**config.mk**
```make
export PLATFORM = sky130hd
export DESIGN_NAME = scoreboard_display
export DESIGN_NICKNAME = d
export VERILOG_FILES = /design/src/rtl/scoreboard_display.sv
export SDC_FILE = /design/constraint.sdc
export NUM_CORES = 1
export LEC_CHECK = 0
export ABC_CLOCK_PERIOD_IN_PS = 4750
export BUFFER_PORTS_ARGS = -buffer_cell sky130_fd_sc_hd__buf_2
export CAP_MARGIN = 20
export CORE_MARGIN = 2
export CORE_UTILIZATION = 64
export CTS_BUF_LIST = sky130_fd_sc_hd__clkbuf_8
export DETAILED_ROUTE_END_ITERATION = 8
export PLACE_DENSITY = 0.88
export SLEW_MARGIN = 10
export SYNTH_ARGS = -nofsm -noshare
export SYNTH_HDL_FRONTEND = slang
export SYNTH_SLANG_ARGS = --single-unit
export TNS_END_PERCENT = 10
```
**constraint.sdc**
```tcl
create_clock -name clk -period 4.75 [get_ports clk]
set_input_delay 0.2375 -clock clk [delete_from_list [all_inputs] [get_ports clk]]
set_output_delay 0.2375 -clock clk [all_outputs]
set_load 0.01 [all_outputs]
```
**src/rtl/scoreboard_display.sv**
```systemverilog
// N-player front-panel scoreboard: latches scores and winners, runs the IDLE/SHOW/WIN
// phase FSM and drives active-low 7-segment digits plus player/busy LEDs.

module scoreboard_lane #(
  parameter int SCORE_W = 4
) (
  input  logic               clk,
  input  logic               reset,
  input  logic [SCORE_W-1:0] i_score,
  input  logic               i_dash,
  input  logic               i_win,
  input  logic               i_phase,
  output logic [13:0]        o_hex,
  output logic [1:0]         o_led
);
  localparam logic [6:0] SEG_DASH  = 7'b1111110;
  localparam logic [6:0] SEG_BLANK = 7'b1111111;

  function automatic logic [6:0] seg7(input logic [6:0] d);
    case (d)
      7'd0:    seg7 = 7'b0000001;
      7'd1:    seg7 = 7'b1001111;
      7'd2:    seg7 = 7'b0010010;
      7'd3:    seg7 = 7'b0000110;
      7'd4:    seg7 = 7'b1001100;
      7'd5:    seg7 = 7'b0100100;
      7'd6:    seg7 = 7'b0100000;
      7'd7:    seg7 = 7'b0001111;
      7'd8:    seg7 = 7'b0000000;
      7'd9:    seg7 = 7'b0000100;
      default: seg7 = SEG_BLANK;
    endcase
  endfunction

  logic [6:0]  w_val;
  logic [6:0]  w_sat;
  logic [6:0]  w_tens;
  logic [6:0]  w_units;
  logic [13:0] w_digits;

  // Two decimal digits only: anything past 99 pins at 99.
  always_comb begin
    w_val    = 7'(i_score);
    w_sat    = (w_val > 7'd99) ? 7'd99 : w_val;
    w_tens   = w_sat / 7'd10;
    w_units  = w_sat % 7'd10;
    w_digits = {seg7(w_tens), seg7(w_units)};
  end

  always_ff @(posedge clk or posedge reset) begin
    if (reset) begin
      o_hex <= {SEG_BLANK, SEG_BLANK};
      o_led <= 2'b00;
    end else if (i_dash) begin
      o_hex <= {SEG_DASH, SEG_DASH};
      o_led <= 2'b00;
    end else begin
      o_hex <= (i_win && !i_phase) ? {SEG_BLANK, SEG_BLANK} : w_digits;
      o_led <= {2{i_win}};
    end
  end
endmodule

module scoreboard_display #(
  parameter int N_PLAYERS = 2,
  parameter int SCORE_W   = 4,
  parameter int BLINK_DIV = 25000000
) (
  input  logic                         clk,
  input  logic                         reset,
  input  logic [3:0]                   state_f,
  input  logic                         score_vld,
  input  logic [N_PLAYERS*SCORE_W-1:0] scores,
  input  logic [N_PLAYERS-1:0]         premio_f,
  output logic [N_PLAYERS*14-1:0]      hex,
  output logic [2*N_PLAYERS-1:0]       led_p,
  output logic                         led_busy
);
  localparam int CNT_W = (BLINK_DIV > 2) ? $clog2(BLINK_DIV) : 1;
  localparam logic [CNT_W-1:0] CNT_MAX = CNT_W'(BLINK_DIV - 1);

  typedef enum logic [1:0] {IDLE, SHOW, WIN} state_t;

  state_t                             r_state, w_next;
  logic [N_PLAYERS-1:0]               r_mask, w_mask_nxt;
  logic [N_PLAYERS-1:0][SCORE_W-1:0]  r_score;
  logic [CNT_W-1:0]                   r_cnt;
  logic                               r_phase;
  logic                               r_busy;
  logic                               w_dash;
  logic [N_PLAYERS-1:0]               w_win;

  // state_f == 0 overrides everything; the winner mask is frozen once in WIN.
  always_comb begin
    w_next     = r_state;
    w_mask_nxt = r_mask;
    if (state_f == 4'd0) begin
      w_next     = IDLE;
      w_mask_nxt = '0;
    end else begin
      case (r_state)
        IDLE: w_next = SHOW;
        SHOW: if (|premio_f) begin
                w_next     = WIN;
                w_mask_nxt = premio_f;
              end
        WIN:  w_next = WIN;
        default: begin
          w_next     = IDLE;
          w_mask_nxt = '0;
        end
      endcase
    end
  end

  always_ff @(posedge clk or posedge reset) begin
    if (reset) begin
      r_state <= IDLE;
      r_mask  <= '0;
      r_score <= '0;
      r_busy  <= 1'b0;
    end else begin
      r_state <= w_next;
      r_mask  <= w_mask_nxt;
      r_busy  <= (state_f != 4'd0);
      if (score_vld) r_score <= scores;
    end
  end

  // Blink timer only advances while staying in WIN, so every entry starts on a
  // full visible half-period.
  always_ff @(posedge clk or posedge reset) begin
    if (reset) begin
      r_cnt   <= '0;
      r_phase <= 1'b1;
    end else if (r_state == WIN && w_next == WIN) begin
      if (r_cnt == CNT_MAX) begin
        r_cnt   <= '0;
        r_phase <= ~r_phase;
      end else begin
        r_cnt <= r_cnt + 1'b1;
      end
    end else begin
      r_cnt   <= '0;
      r_phase <= 1'b1;
    end
  end

  assign w_dash = (r_state == IDLE);

  for (genvar g = 0; g < N_PLAYERS; g++) begin : g_lane
    assign w_win[g] = (r_state == WIN) && r_mask[g];

    scoreboard_lane #(.SCORE_W(SCORE_W)) u_lane (
      .clk     (clk),
      .reset   (reset),
      .i_score (r_score[g]),
      .i_dash  (w_dash),
      .i_win   (w_win[g]),
      .i_phase (r_phase),
      .o_hex   (hex[g*14 +: 14]),
      .o_led   (led_p[2*g +: 2])
    );
  end

  always_ff @(posedge clk or posedge reset) begin
    if (reset) led_busy <= 1'b0;
    else       led_busy <= r_busy;
  end
endmodule

```
Word-level counts from Yosys, hierarchy flattened
Memories as Yosys holds them, arrays and structs flattened.
Cells that the tools add are included.
W data, S select, Z words.

word-level totals
  register bits after elaboration = 72
  ROM bits = 448
  input bits = 17
  output and inout port bits = 33
  word-level logic and storage cells = 65
  memories kept = 4

operators by class
  $add $sub $neg = 1
  div/mod/pow operators = 4
  equal/unequal tests = 7
  mux-type cells = 20
  bitwise logic cells = 1
  reduce and logical (&&, ||, !) cells = 16

memories
  memory           words  bits a word  rd ports  clocked after Yosys merged registers in  wr ports  RTL line  text
  (no name shown)  16     7            1         0                                        0         20        case (d)
  (no name shown)  16     7            1         0                                        0         20
  (no name shown)  16     7            1         0                                        0         20
  (no name shown)  16     7            1         0                                        0         20

operators with widths
  operator                 count
  $mux W14                 4
  $mux W25                 2
  $mux W7                  4
  $add A25 B1 Y25 const B  1
  $eq A25 B25 Y1 const B   1
  $div A4 B4 Y7 const B    2
  $mod A4 B4 Y7 const B    2
  $logic_not A3 Y1         4
  $mux W2                  6
  $pmux W2 S3              1
  $logic_and A1 B1 Y1      5
  $eq A2 B2 Y1 const B     2
  $logic_not A4 Y1         1
  $ne A2 B1 Y1 const B     2
  $pmux W2 S2              1
  $reduce_bool A4 Y1       1
  $reduce_or A2 Y1         2
  $ne A3 B3 Y1 const B     1
  $eq A2 B1 Y1 const B     1
  $logic_not A2 Y1         1
  $mux W1                  2
  $reduce_and A2 Y1        1
  $logic_not A1 Y1         1
  $not A1 Y1               1

Longest topological paths before layout
  word-level depth = 7
  mapped depth = 13
  gate-level depth less buffers = 11

Modules after synthesis
From an unflattened synthesis, not the netlist that was laid out.

second synthesis, totals
  cells, all modules = 343
  area total of the unflattened synthesis = 3,464.6 µm²

modules (own cells, without submodules)
  module                              instances  cells an instance  area an instance (µm²)
  scoreboard_display                  1          192                1,963.1
  scoreboard_lane (g_lane[0].u_lane)  1          81                 785.8
  scoreboard_lane (g_lane[1].u_lane)  1          70                 715.7

Least setup slack after synthesis
Ideal clock, no wire load.

  kind = flip-flop to flip-flop
  start = register r_score[2] (netlist name)
  end = register g_lane[0].u_lane.o_hex[0]
  setup time = 0.090 ns
  arrival time = 2.169 ns
  data required time = 4.660 ns
  setup slack = 2.491 ns
  stages on the path, launching flop included = 11
  clock period less this slack = 2.259 ns
  path through = dfrtp_1 -> clkbuf_1 -> inv_1 -> ha_1 -> inv_1 -> ha_1 -> clkbuf_1 -> nor2b_1 -> or3_1 -> a2111oi_0 -> a21oi_1

between the ends
  cells in the longest elaborated chain, start to end = 5

RTL lines
  what                                                RTL line  text
  start, declared                                     86        logic [N_PLAYERS-1:0][SCORE_W-1:0] r_score;
  start signal, assigned                              126       if (score_vld) r_score <= scores;
  $mod A4 B4 Y7 (*)                                   46        w_units = w_sat % 7'd10;
  $mem_v2 Z16 W7 or $logic_not A3 Y1 (tied branches)  n/a
  $mux W7 (*)                                         20
  $mux W14 (*)                                        58        o_hex <= (i_win && !i_phase) ? {SEG_BLANK, SEG_BLANK} : w_digits;
  $mux W14 (*)                                        54        end else if (i_dash) begin
  end signal, assigned                                52        o_hex <= {SEG_BLANK, SEG_BLANK};
  end signal, assigned                                55        o_hex <= {SEG_DASH, SEG_DASH};
  end signal, assigned                                58
  end, declared                                       13        output logic [13:0] o_hex,

Mark *: on every way between the ends. The rest lies on a longest branch, timed or not.
A chain may end at the register's enable or synchronous reset.

Worst setup path after layout
  start = register r_cnt[10]
  end = register r_cnt[5]

between the ends
  cells in the longest elaborated chain, start to end = 3

RTL lines
  what                    RTL line  text
  start, declared         87        logic [CNT_W-1:0] r_cnt;
  start signal, assigned  141       r_cnt <= r_cnt + 1'b1;
  $eq A25 B25 Y1          137       if (r_cnt == CNT_MAX) begin
  $mux W25                137
  $mux W25                136       end else if (r_state == WIN && w_next == WIN) begin

No other way between the ends.

==> flow_summary_export.csv <==
group,metric,value,unit
finish,finalNetCount,412,
clock_network,h-tree-depth,3,
yosys,synth-async-reset-ratio,100.0,%
placement,gp_congestion,0.8604,
critical_path,r2r-end,"r_cnt[5]",
die,start_util,65.66,%
yosys,ys_ff_latch,61,
critical_path,worstPathArrival,2.75,ns
yosys,synth_fp_nets,373,
yosys,synth_flop_cell,"dfrtp_1",
clock_network,cts.sinks,61,
routing,ant_nets,0,
yosys,yosys_warnings,0,
run_status,status,"finished, final reports clean",
yosys,yosys-top-cells-area,"dfrtp_1 31%, dfstp_2 16%, ha_1 4.9%",
global_routing,grt.overflow.total,0,
power_and_ir_drop,irDropWorstVdd,0.0002189,V
finish,regArea,1551,um^2
timing,fin_skew,0.007171,ns
clock_network,clkSlewWorstSetupHoldPaths,0.06,ns
yosys,syn_avg_cell_area,9.714,um^2
timing,slew_headroom,30.68,%
routing,dr.pass1.iters,5,
critical_path,crit_slowest_cell,"o31ai_4",
timing,tightest_slew,1.030,ns
finish,final_cell_mix,"49 x buf_2, 41 x dfrtp_1, 29 x nor2_1, 24 x inv_1",
critical_path,max_stage_delay,0.79,ns
global_routing,grt_pass1_wl,10.90,mm
global_routing,grt_antenna_before_repair,0,
yosys,yosys.area.top_type_share,30.79,%
critical_path,critical_path_required,4.94,ns
clock_network,clk_latency,0.34,ns
die,die_w,76.16,um
critical_path,r2r_cells,4,
routing,wirelength,6.334,mm
power_and_ir_drop,p_total,0.001604,W
finish,stdcell_count,457,
finish,multiInputGateArea,1563,um^2
yosys,seq_area_frac_synth,46.56,%
placement,io_buffers,49,
die,num_rows,26,
critical_path,r2r_setup_slack,2.18,ns
global_routing,grtUsageTotal,23.31,%
critical_path,start_kind,"flip-flop",
routing,num_vias,2694,
timing,drv_slew,0,
yosys,yosysUniqueCellTypes,49,
placement,dp_hpwl,4.428,mm
timing,tns,0,ns
finish,syn_to_final_growth,11.19,%
routing,drc,0,
critical_path,path_max_fanout,25,
critical_path,path_class,"reg2reg",
timing,rsz0062_at_grt,"no",
yosys,netlist_instances,343,
global_routing,grt_pass1_vias,2525,
power_and_ir_drop,p_leak,1.564,nW
yosys,synth_top_area_cell,"dfrtp_1",
finish,drive_above_1_share,23.00,%
clock_network,cts_resized,0,
clock_network,ctsHoldBuffers,0,
critical_path,regToRegStartpoint,"r_cnt[10]",
routing,drt_iter0_drc,203,
clock_network,cts_buffer_depth,2,
clock_network,postCtsSetupBuffers,0,
placement,place.detailed.instances,441,
routing,viasPerCell,5.895,
finish,diodes,0,
clock_network,cts_buffers,9,
die,dieArea,5800,um^2
critical_path,path_cells,"or4b_1 -> or4_4 -> o31ai_4 -> nor2_1",
die,fp.dieH,76.16,um
timing,period_minus_slack,2.565,ns
clock_network,cts_tree,"done",
die,num_io_pins,50,
critical_path,crit_path_end_kind,"flip-flop",
finish,fillers,360,
yosys,syn_area,3332,um^2
die,core,5075,um^2
power_and_ir_drop,powerDensity,432.9,nW/um^2
timing,period_share,54.01,%
clock_network,cts_root_buf,"clkbuf_8",
yosys,synth-edff-count,0,
finish,layout_commonest_cell,"buf_2",
timing,fmax,389.8,MHz
timing,hold_violations,0,
worst_hold_path,hold_class,"in2async",
global_routing,grt_max_degree,62,
flow_run,drv_cap,0,
timing,setup_viol,0,
routing,wl_per_cell,13.86,um
routing by layer:
layer / GRT usage [%] / wire [um] / vias to the layer above
met5: 0 / 0 / -
met4: 9.636 / 121 / 0
met3: 5.924 / 395 / 13
met2: 39.82 / 3155 / 92
met1: 28.32 / 2662 / 1266
li1: - / - / 1323
power by group:
| group | internal, W | switching, W | total (W) |
|---|---|---|---|
| clock | 0.000209 | 0.000188 | 0.000397 |
| combinational | 0.000191 | 0.000286 | 0.000477 |
| sequential | 0.000669 | 0.0000609 | 0.000729 |
worst max path at each step:
stage / endpoint / from / cells past startpoint
after floorplan: g_lane[0].u_lane.o_hex[0] / r_score[2] / 10
after global placement: r_cnt[2] / r_cnt[10] / 4
after detailed placement: r_cnt[14] / r_cnt[10] / 4
after CTS: r_cnt[5] / r_cnt[10] / 4
after global routing: g_lane[1].u_lane.o_hex[0] / r_score[6] / 11
final: r_cnt[5] / r_cnt[10] / 4
critical path: cells and delay by family, from the launching register on:
kind	cells	cell delay, ns
and+or+nand+nor	3	1.19
AOI/OAI and AO/OA	1	0.79
DFF	1	0.42
final cells by class:
type	instances	area share [%]
timing repair buffer	50	6.822
tap	70	2.364
clock inverter	5	0.5404
inverter	21	2.128
clock buffer	11	4.086
sequential	61	41.88
multi-input combinational	239	42.18
sequential cells by signal, summed over array words and instances (netlist names):
name and count:
g_lane.u_lane.o_led 2, g_lane.u_lane.o_hex 19, r_state 2, r_mask 2
r_busy 1, led_busy 1, r_phase 1, r_cnt 25
r_score 8
synth_stat cells, types with 8 or more instances:
library cell / instances
a21oi_1: 15
buf_4: 11
clkbuf_1: 9
dfrtp_1: 41
dfstp_2: 20
ha_1: 13
inv_1: 21
nand2_1: 17
nand2b_1: 9
nand3_1: 20
nand4_1: 8
nor2_1: 29
o211ai_1: 8
o21ai_0: 19
or3_1: 11
or4_1: 9
kinds of logic (layout without fill, tap and decap cells):
| family | after synthesis | in the layout | synth area share, % |
|---|---|---|---|
| multiplexers | 5 | 5 | 1.615 |
| AND/OR/NAND/NOR | 137 | 137 | 22.83 |
| flip-flops | 61 | 61 | 46.56 |
| AO/OA/AOI/OAI | 71 | 71 | 14.16 |
| adder cells (fa/ha/maj) | 13 | 13 | 4.882 |
| buffers and inverters | 43 | 87 | 6.534 |
| XOR/XNOR | 13 | 13 | 3.417 |
metrics by stage:
stage,hold WS [ns],utilization (%),setup slack [ns],area [um^2]
floorplan,0.3312,-,2.491,3332
global placement,0.3322,69.63,2.255,3533
detailed placement,0.3420,69.63,2.167,3533
CTS,0.09610,73.00,2.159,3705
global route,0.1294,73.00,1.999,3705
finish,0.09573,73.00,2.185,3705
No activity file was read; power rests on OpenSTA's default activity.
